`src/rtl/stream_fifo.sv`:
```
// Synchronous first-word-fall-through ready/valid FIFO sitting behind the UART receiver.
// Words are written into a register array and shown on the output port in arrival order.
module stream_fifo #(
  parameter int N     = 8,
  parameter int DEPTH = 16
) (
  input  logic                       clk,
  input  logic                       rst,
  input  logic [N-1:0]               in_data,
  input  logic                       in_valid,
  output logic                       in_ready,
  output logic [N-1:0]               out_data,
  output logic                       out_valid,
  input  logic                       out_ready,
  output logic [$clog2(DEPTH+1)-1:0] level
);

  localparam int AW = $clog2(DEPTH);
  localparam int LW = $clog2(DEPTH+1);

  logic [N-1:0]  mem [DEPTH];
  logic [AW-1:0] wr_ptr;
  logic [AW-1:0] rd_ptr;
  logic          full;
  logic          empty;
  logic          push;
  logic          pop;

  assign empty = (level == '0);
  assign full  = (level == LW'(DEPTH));

  // Handshake flags depend only on registers and rst, never on the opposite port.
  assign in_ready  = !full && !rst;
  assign out_valid = !empty;
  assign out_data  = mem[rd_ptr];

  assign push = in_valid && in_ready;
  assign pop  = out_valid && out_ready;

  always_ff @(posedge clk) begin
    if (rst) begin
      wr_ptr <= '0;
      rd_ptr <= '0;
      level  <= '0;
    end else begin
      if (push) wr_ptr <= wr_ptr + AW'(1);
      if (pop)  rd_ptr <= rd_ptr + AW'(1);
      case ({push, pop})
        2'b10:   level <= level + LW'(1);
        2'b01:   level <= level - LW'(1);
        default: level <= level;
      endcase
    end
  end

  // Storage is deliberately left out of reset; push already implies rst is low.
  always_ff @(posedge clk) begin
    if (push) mem[wr_ptr] <= in_data;
  end

endmodule

```
`config.mk`:
```
export PLATFORM = sky130hd
export DESIGN_NAME = stream_fifo
export DESIGN_NICKNAME = d
export VERILOG_FILES = /design/src/rtl/stream_fifo.sv
export SDC_FILE = /design/constraint.sdc
export NUM_CORES = 1
export LEC_CHECK = 0
export BUFFER_PORTS_ARGS = -buffer_cell sky130_fd_sc_hd__buf_2
export CAP_MARGIN = 20
export CORE_MARGIN = 5
export CORE_UTILIZATION = 55
export DETAILED_ROUTE_END_ITERATION = 6
export PLACE_DENSITY_LB_ADDON = 0.12
export SYNTH_ARGS = -nofsm -noshare
export SYNTH_HDL_FRONTEND = slang
export SYNTH_SLANG_ARGS = --single-unit
```
`constraint.sdc`:
```
create_clock -name clk -period 7.94 [get_ports clk]
set_input_delay 0.794 -clock clk [delete_from_list [all_inputs] [get_ports clk]]
set_output_delay 0.794 -clock clk [all_outputs]
set_load 0.005 [all_outputs]
```
# Yosys cells after proc, flatten, opt, wreduce, memory -nomap -nowiden
# Memories as Yosys holds them, arrays and structs flattened. A register that Yosys moved wholly into a read port is not among the register bits.
# Index checks and enable logic that the tools add are counted.
# Widths: inputs -> output; s select.
[totals]
register_bits = 13
out_inout_bits = 15
wordCells = 24
latch_bits = 0
romBits = 0
ramBits = 128
mem_count = 1
[classes]
div_mod_pow = 0
n_reduce_logical = 8
shift = 0
addsub = 4
eq_ne = 3
bitwise = 0
muxes = 5
mul = 0
order_cmp = 0
[mem_list]
columns = ["memory", "words", "width", "rd", "rd_ports_with_merged_regs", "wr", "line_no", "source"]
rows = [
  ["mem", 16, 8, 1, 1, 1, "21", "logic [N-1:0] mem [DEPTH];"],
]
[ops]
columns = ["operator", "count"]
rows = [
  ["$pmux 5 s2", 1],
  ["$add 4x1->4 const B", 2],
  ["$mux 4", 2],
  ["$add 5x1->5 const B", 1],
  ["$eq 5x5->1 const B", 1],
  ["$logic_not 5->1", 1],
  ["$sub 5x1->5 const B", 1],
  ["$logic_and 1x1->1", 3],
  ["$logic_not 1->1", 3],
  ["$eq 2x1->1 const B", 1],
  ["$eq 2x2->1 const B", 1],
  ["$mux 1", 2],
  ["$reduce_bool 2->1", 1],
]

# Depth between registers and ports, before layout
# Gate-level depths: netlist of run 1.
[depth]
word_depth = 6
depth_mapped = 12
depth_no_buf = 10

# Least setup slack after synthesis of run 1
# OpenSTA, ideal clock, no wires.
[synth_path]
path_kind = "input-to-reg"
start = "input port in_valid"
end = "register level[4]"
path_buffers = 1
path_slack_ns = 5.210
arrival_time_ns = 2.668
t_required_ns = 7.878
stages = 11
cell_sequence = "inv_1 -> a21oi_2 -> nand2b_1 -> ha_1 -> buf_6 -> xor2_1 -> ha_1 -> o21ai_0 -> o22ai_1 -> or4b_1 -> nand3_1"
[synth_via]
elab_chain_cells = 3
[synth_lines]
columns = ["element", "line_no", "source"]
rows = [
  ["start: declaration", "10", "input logic in_valid,"],
  ["$logic_and 1x1->1 (*)", "37", "assign push = in_valid && in_ready;"],
  ["$eq 2x1->1 or $eq 2x2->1 (tied branches)", "48", "case ({push, pop})"],
  ["$pmux 5 s2 or $reduce_bool 2->1 (tied branches)", "-", ""],
  ["end signal: assignment", "49", "2'b10: level <= level + LW'(1);"],
  ["end signal: assignment", "50", "2'b01: level <= level - LW'(1);"],
  ["end signal: assignment", "51", "default: level <= level;"],
  ["end: declaration", "15", "output logic [$clog2(DEPTH+1)-1:0] level"],
]
# Every way passes the cells marked *; elsewhere a longest branch is shown, timed or not.
# A chain may end at the register's enable or synchronous reset.

==> results of run 1 <==
report_power, final:
group / internal (mW) / total [mW] / switching [mW]
clock network: 0.481 / 0.780 / 0.300
logic: 0.239 / 0.484 / 0.245
registers: 0.865 / 0.908 / 0.0426
total: 1.58 / 2.17 / 0.588
synthesized netlist by cell type, drive strengths merged, types with 5 or more instances:
cell type    n  share of area
buf         13          0.014
ha           9          0.019
xor2         5         0.0074
a22oi       16          0.020
dfxtp       17          0.058
edfxtp     128           0.65
mux4        32           0.12
and2        17          0.018
nand2       14         0.0089
inv          6         0.0038
nor2        14         0.0089
logic make-up (layout without fill, tap and decap cells):
| group | after synthesis | in the layout | synth area share |
|---|---|---|---|
| buffers and inverters | 23 | 66 | 0.0208 |
| adder cells (fa/ha/maj) | 9 | 9 | 0.0191 |
| flip-flops | 145 | 145 | 0.709 |
| XOR/XNOR | 8 | 8 | 0.0119 |
| multiplexers | 36 | 36 | 0.129 |
| AND/OR/NAND/NOR | 71 | 71 | 0.0700 |
| AO/OA/AOI/OAI | 30 | 30 | 0.0399 |
registers in the layout, indices dropped and copies added (netlist names), named ones only:
signal  cells
mem       128
wr_ptr      4
level       5
rd_ptr      4
layout make-up:
class,count,area [um^2],area share
Clock inverter,8,57.6,0.00856
Clock buffer,24,547,0.0814
Multi-Input combinational cell,154,1590,0.237
Inverter,6,22.5,0.00335
Sequential cell,145,4190,0.623
Timing Repair Buffer,28,145,0.0216
Tap cell,136,170,0.0253
critical path: stages (launching register included):
cell     delay (ns)
dfxtp_2        0.31
buf_4          0.51
mux4_2         0.59
a22oi_1        0.24
nand2_1        0.13
buf_2          0.15
worst min path at each step:
stage | start | end
after floorplan | rd_ptr[3] | flip-flop
after global placement | rd_ptr[3] | rd_ptr[3]
after detailed placement | rd_ptr[3] | rd_ptr[3]
after CTS | rd_ptr[3] | rd_ptr[3]
after global routing | rd_ptr[3] | rd_ptr[3]
final | rd_ptr[3] | rd_ptr[3]
per-layer routing:
metal	routed length, um	vias to the layer above
met5	0	-
met4	130	0
met3	440	12
met2	5840	63
met1	4630	1548
li1	-	1352
==> summary.txt, run 1 <==
Setup path
  • Peak fanout along the critical path: 32
  • R2r worst-path depth: 10
  • R2R setup slack: 5.03 ns
  • Crit Path Category: flip-flop to output pin
  • Worst r2r src: level[0]
  • Reg-to-Reg End: level[4]
  • CP Launch Type: flip-flop
  • Worst EP arrival: 2.47 ns
  • CP required: 7.15 ns
  • CP endpoint: out_data[5]
  • CP endpoint kind: output pin

Finish
  • Commonest non-fill, non-tap cell in the layout: edfxtp_1
  • Diode count: 0
  • Final Core Density: 0.645
  • Synth-to-layout area growth: 13.9%
  • FILL cells: 702
  • Layout Cells excl Fill: 501
  • Final-stage net count: 373
  • Commonest cells after routing, fill and taps aside: 128 x edfxtp_1, 32 x mux4_2, 26 x buf_2
  • Share of cells above drive strength 1: 0.268
  • Design area: 0.00672 mm^2

Logic synthesis
  • Sequential fraction of the synthesis area: 0.709
  • Distinct cell type count after synthesis: 45
  • Post-Syn Nets: 343
  • Mapped cell area: 0.00590 mm^2
  • Synth Register Bits: 145
  • Yosys Warn Count: 0
  • EDFF count, synth: 128
  • Most used DFF post-synth: edfxtp_1
  • FFs w/ async S/R, synth: 0
  • Post-Synthesis Cells: 322
  • Avg Cell Area, Syn: 18.3 um^2

Global routing
  • Initial antenna violation count: 0
  • Pin count of the biggest net entering global routing: 33
  • Vias in the first global route: 3227
  • Global Route Usage Sum: 0.187
  • M3 GR Usage: 0.0408
  • Top Usage Layer GRT: met2
  • Total grt overflow: 0
  • Met2 Use GR: 0.321
  • Global-route met1 utilization: 0.243
  • First-pass GRT wire length: 17900 um

Place
  • RePlAce Congestion: 0.793
  • Hpwl dp: 7050 um
  • Placed insts: 469
  • Worst slack at placement: 4.92 ns
  • Placed cell areas: 0.00612 mm^2
  • I/O Buffers: 26

Power
  • Cell leakage power: 2.28 nW
  • Maximum VDD drop: 0.205 mV
  • Pwr Total: 2.17 mW
  • PwrDens: 323 mW/mm^2

Timing
  • Worst Skew: 0.00793 ns
  • Final Hold Viols: 0
  • RSZ-0062 raised after global routing: no
  • Achievable clock frequency: 306 MHz
  • Worst relative slew slack: 0.459
  • Setup tns final: 0 ns
  • Hold slack: 0.552 ns
  • Final period util: 0.411
  • Final slew viol count: 0
  • Final min period: 3.27 ns
  • Worst setup margin: 4.67 ns
  • Setup Viol. Count Final: 0
  • Worst slew pin tran: 0.810 ns

Detailed routing
  • Antenna viol nets, final: 0
  • Via-to-Cell Ratio: 5.94
  • DRC viols: 0
  • Per-cell routed wire length: 22.0 um
  • Total wire length: 11000 um
  • Router iterations before antenna repair: 4
  • Via Count: 2975
  • 1st-iter DRT viols: 274

Clocking
  • Post-cts sizing count: 0
  • Clk_lat worst skew: 0.51 ns
  • H-Tree Depth: 4
  • CTS tree: built
  • Clk slew on worst S/H paths: 0.06 ns
  • CTS Root Cell: clkbuf_8
  • Maximum root-to-sink buffer count: 2
  • Post-CTS Setup Inserts: 0
  • # clock sinks: 145
  • Num CTS Buffers: 17
  • Hold_buf cts: 0

Floorplan
  • I/O Pins: 27
  • Die Span Y: 114 um
  • Core area: 0.0104 mm^2
  • Die Wd: 114 um
  • Die area: 0.0129 mm^2
  • FP Rows: 37
  • Initial cell density of the core: 0.566

Job
  • MaxCap Viol Count: 0

Min path
  • Hold Path Cell Cnt: 2
  • HP Class: flip-flop to flip-flop

Status
  • Status: complete, no violations
No activity file was read; power rests on OpenSTA's default activity.
==> run 2: changes to the inputs <==
==> constraint.sdc (replaced) <==
create_clock -name clk -period 3.1 [get_ports clk]
set_input_delay 0.31 -clock clk [delete_from_list [all_inputs] [get_ports clk]]
set_output_delay 0.31 -clock clk [all_outputs]
set_load 0.005 [all_outputs]
==> run 2 against run 1 <==
Sequential power grew to 2.6 times the previous value. Worst hold slack lost 0.37 ns. Power grew to 2.5 times the previous value. Via count shrank 0.30%. Sequential share of layout area grew 0.26 points. Flip-flop and latch count is the same. Largest power group unchanged.
==> summary.txt, run 2 (same netlist as run 1, synthesis figures left out) <==
Power
  • Cell leakage power: 2.25 nW (-1.4%)
  • PwrDens: 825 mW/mm^2 (+160%)
  • Maximum VDD drop: 0.522 mV (+160%)

Clocking
  • # clock sinks: 145 (unchanged)
  • H-Tree Depth: 4 (unchanged)
  • Maximum root-to-sink buffer count: 2 (unchanged)
  • Post-CTS Setup Inserts: 0 (unchanged)
  • CTS Root Cell: clkbuf_8
  • Clk slew on worst S/H paths: 0.06 ns (about the same)
  • Post-cts sizing count: 0 (unchanged)
  • Hold_buf cts: 0 (unchanged)
  • CTS tree: built
  • Clk_lat worst skew: 0.51 ns (about the same)
  • Num CTS Buffers: 17 (unchanged)

Timing
  • Worst Skew: 0.00629 ns (-0.00164 ns)
  • RSZ-0062 raised after global routing: no
  • Final min period: 2.88 ns
  • Worst relative slew slack: 0.454 (-0.00466)
  • Hold slack: 0.181 ns (-0.370 ns)
  • Worst slew pin tran: 0.817 ns (+0.00697 ns)
  • Setup Viol. Count Final: 0 (unchanged)
  • Achievable clock frequency: 347 MHz
  • Final period util: 0.929
  • Final slew viol count: 0 (unchanged)
  • Setup tns final: 0 ns (unchanged)
  • Final Hold Viols: 0 (unchanged)

Place
  • Hpwl dp: 7130 um (+1.1%)
  • I/O Buffers: 26 (unchanged)
  • RePlAce Congestion: 0.832 (+4.9%)

Setup path
  • Crit Path Category: flip-flop to flip-flop
  • CP required: 3.55 ns (-3.60 ns)
  • CP Launch Type: flip-flop
  • R2r worst-path depth: 10 (unchanged)
  • Worst r2r src: level[0]
  • CP endpoint kind: flip-flop
  • Reg-to-Reg End: level[4]
  • Worst EP arrival: 3.33 ns (+0.86 ns)
  • R2R setup slack: 0.22 ns (-4.81 ns)
  • Peak fanout along the critical path: 10 (-69%)

Finish
  • Commonest non-fill, non-tap cell in the layout: edfxtp_1
  • Final-stage net count: 374 (+0.27%)
  • Regs by FF count: mem (128), level (5)
  • Share of cells above drive strength 1: 0.268 (unchanged)
  • Max reg flops: 128 (unchanged)
  • Synth-to-layout area growth: 13.4%
  • Most flops, register: mem
  • Commonest cells after routing, fill and taps aside: 128 x edfxtp_1, 32 x mux4_2, 26 x buf_2
  • FILL cells: 708 (+0.85%)
  • Diode count: 0 (unchanged)

Min path
  • Hold Path Cell Cnt: 4 (+2)
  • HP Class: input port to flip-flop
  • HP Start: out_ready
  • Hold Path End: rd_ptr[0]

Detailed routing
  • Antenna viol nets, final: 0 (unchanged)
  • Total wire length: 10900 um (-1.1%)
  • Via-to-Cell Ratio: 5.92 (-0.30%)
  • Router iterations before antenna repair: 4 (unchanged)
  • Via Count: 2966 (-0.30%)
  • 1st-iter DRT viols: 241 (-12%)
  • DRC viols: 0 (unchanged)
  • Per-cell routed wire length: 21.8 um (-1.1%)

Floorplan
  • Die Span Y: 114 um (unchanged)
  • Die area: 0.0129 mm^2 (unchanged)
  • Die Wd: 114 um (unchanged)
  • Initial cell density of the core: 0.566 (unchanged)
  • FP Rows: 37 (unchanged)
  • I/O Pins: 27 (unchanged)
  • Core area: 0.0104 mm^2 (unchanged)

Global routing
  • Pin count of the biggest net entering global routing: 33 (unchanged)
  • Global Route Usage Sum: 0.185 (-0.00260)
  • Initial antenna violation count: 0 (unchanged)
  • Total grt overflow: 0 (unchanged)
  • First-pass GRT wire length: 17500 um (-2.0%)
  • Vias in the first global route: 3068 (-4.9%)

Status
  • Status: complete, no violations

Job
  • MaxCap Viol Count: 0 (unchanged)
-- run 2: layer usage --
metal	global-route usage	routed length, um
met5	0	0
met4	0.0657	238
met3	0.0446	515
met2	0.301	5470
met1	0.245	4700
-- run 2: layout make-up --
cell class              instances  area (um^2)  area share
clock buffers                  18          418      0.0624
clock inverters                13          139      0.0208
inverters                       6         22.5     0.00337
multi-input cells             154         1590       0.238
flip-flops and latches        145         4190       0.625
well taps                     136          170      0.0254
repair buffers                 29          165      0.0247
-- run 2: metrics by stage --
step | utilization | power, mW | instance area [um^2] | setup slack (ns) | cells
after floorplan | - | 3.33 | 5900 | 0.393 | 322
after global placement | 0.589 | 3.64 | 6140 | 0.313 | 470
after detailed placement | 0.589 | 3.66 | 6140 | 0.243 | 470
after CTS | 0.643 | 5.56 | 6690 | 0.227 | 501
after global routing | 0.643 | 5.78 | 6690 | 0.0107 | 501
final | 0.643 | 5.52 | 6690 | 0.220 | 501
-- run 2: worst max-delay path by stage --
stage / slack, ns / endpoint / from / cells after the start
after floorplan: 0.39 / level[4] / level[1] / 12
after global placement: 0.31 / level[4] / level[0] / 10
after detailed placement: 0.24 / level[4] / level[0] / 10
after CTS: 0.23 / level[4] / level[0] / 10
after global routing: 0.01 / level[4] / level[0] / 10
final: 0.22 / level[4] / level[0] / 10
-- run 2: report_power, final --
group          switching, mW  internal, mW
Combinational          0.621         0.636
Sequential             0.141          2.22
Clock                  0.764          1.14
Total                   1.53          3.99
-- run 2: critical path, cell delays in order, from the launching register on --
cell	delay, ns
dfxtp_1	0.39
or4_4	0.57
o21ai_4	0.18
inv_1	0.09
ha_1	0.30
xor2_1	0.18
ha_1	0.21
a21oi_2	0.06
a221oi_2	0.30
or4b_1	0.46
nand3_1	0.09
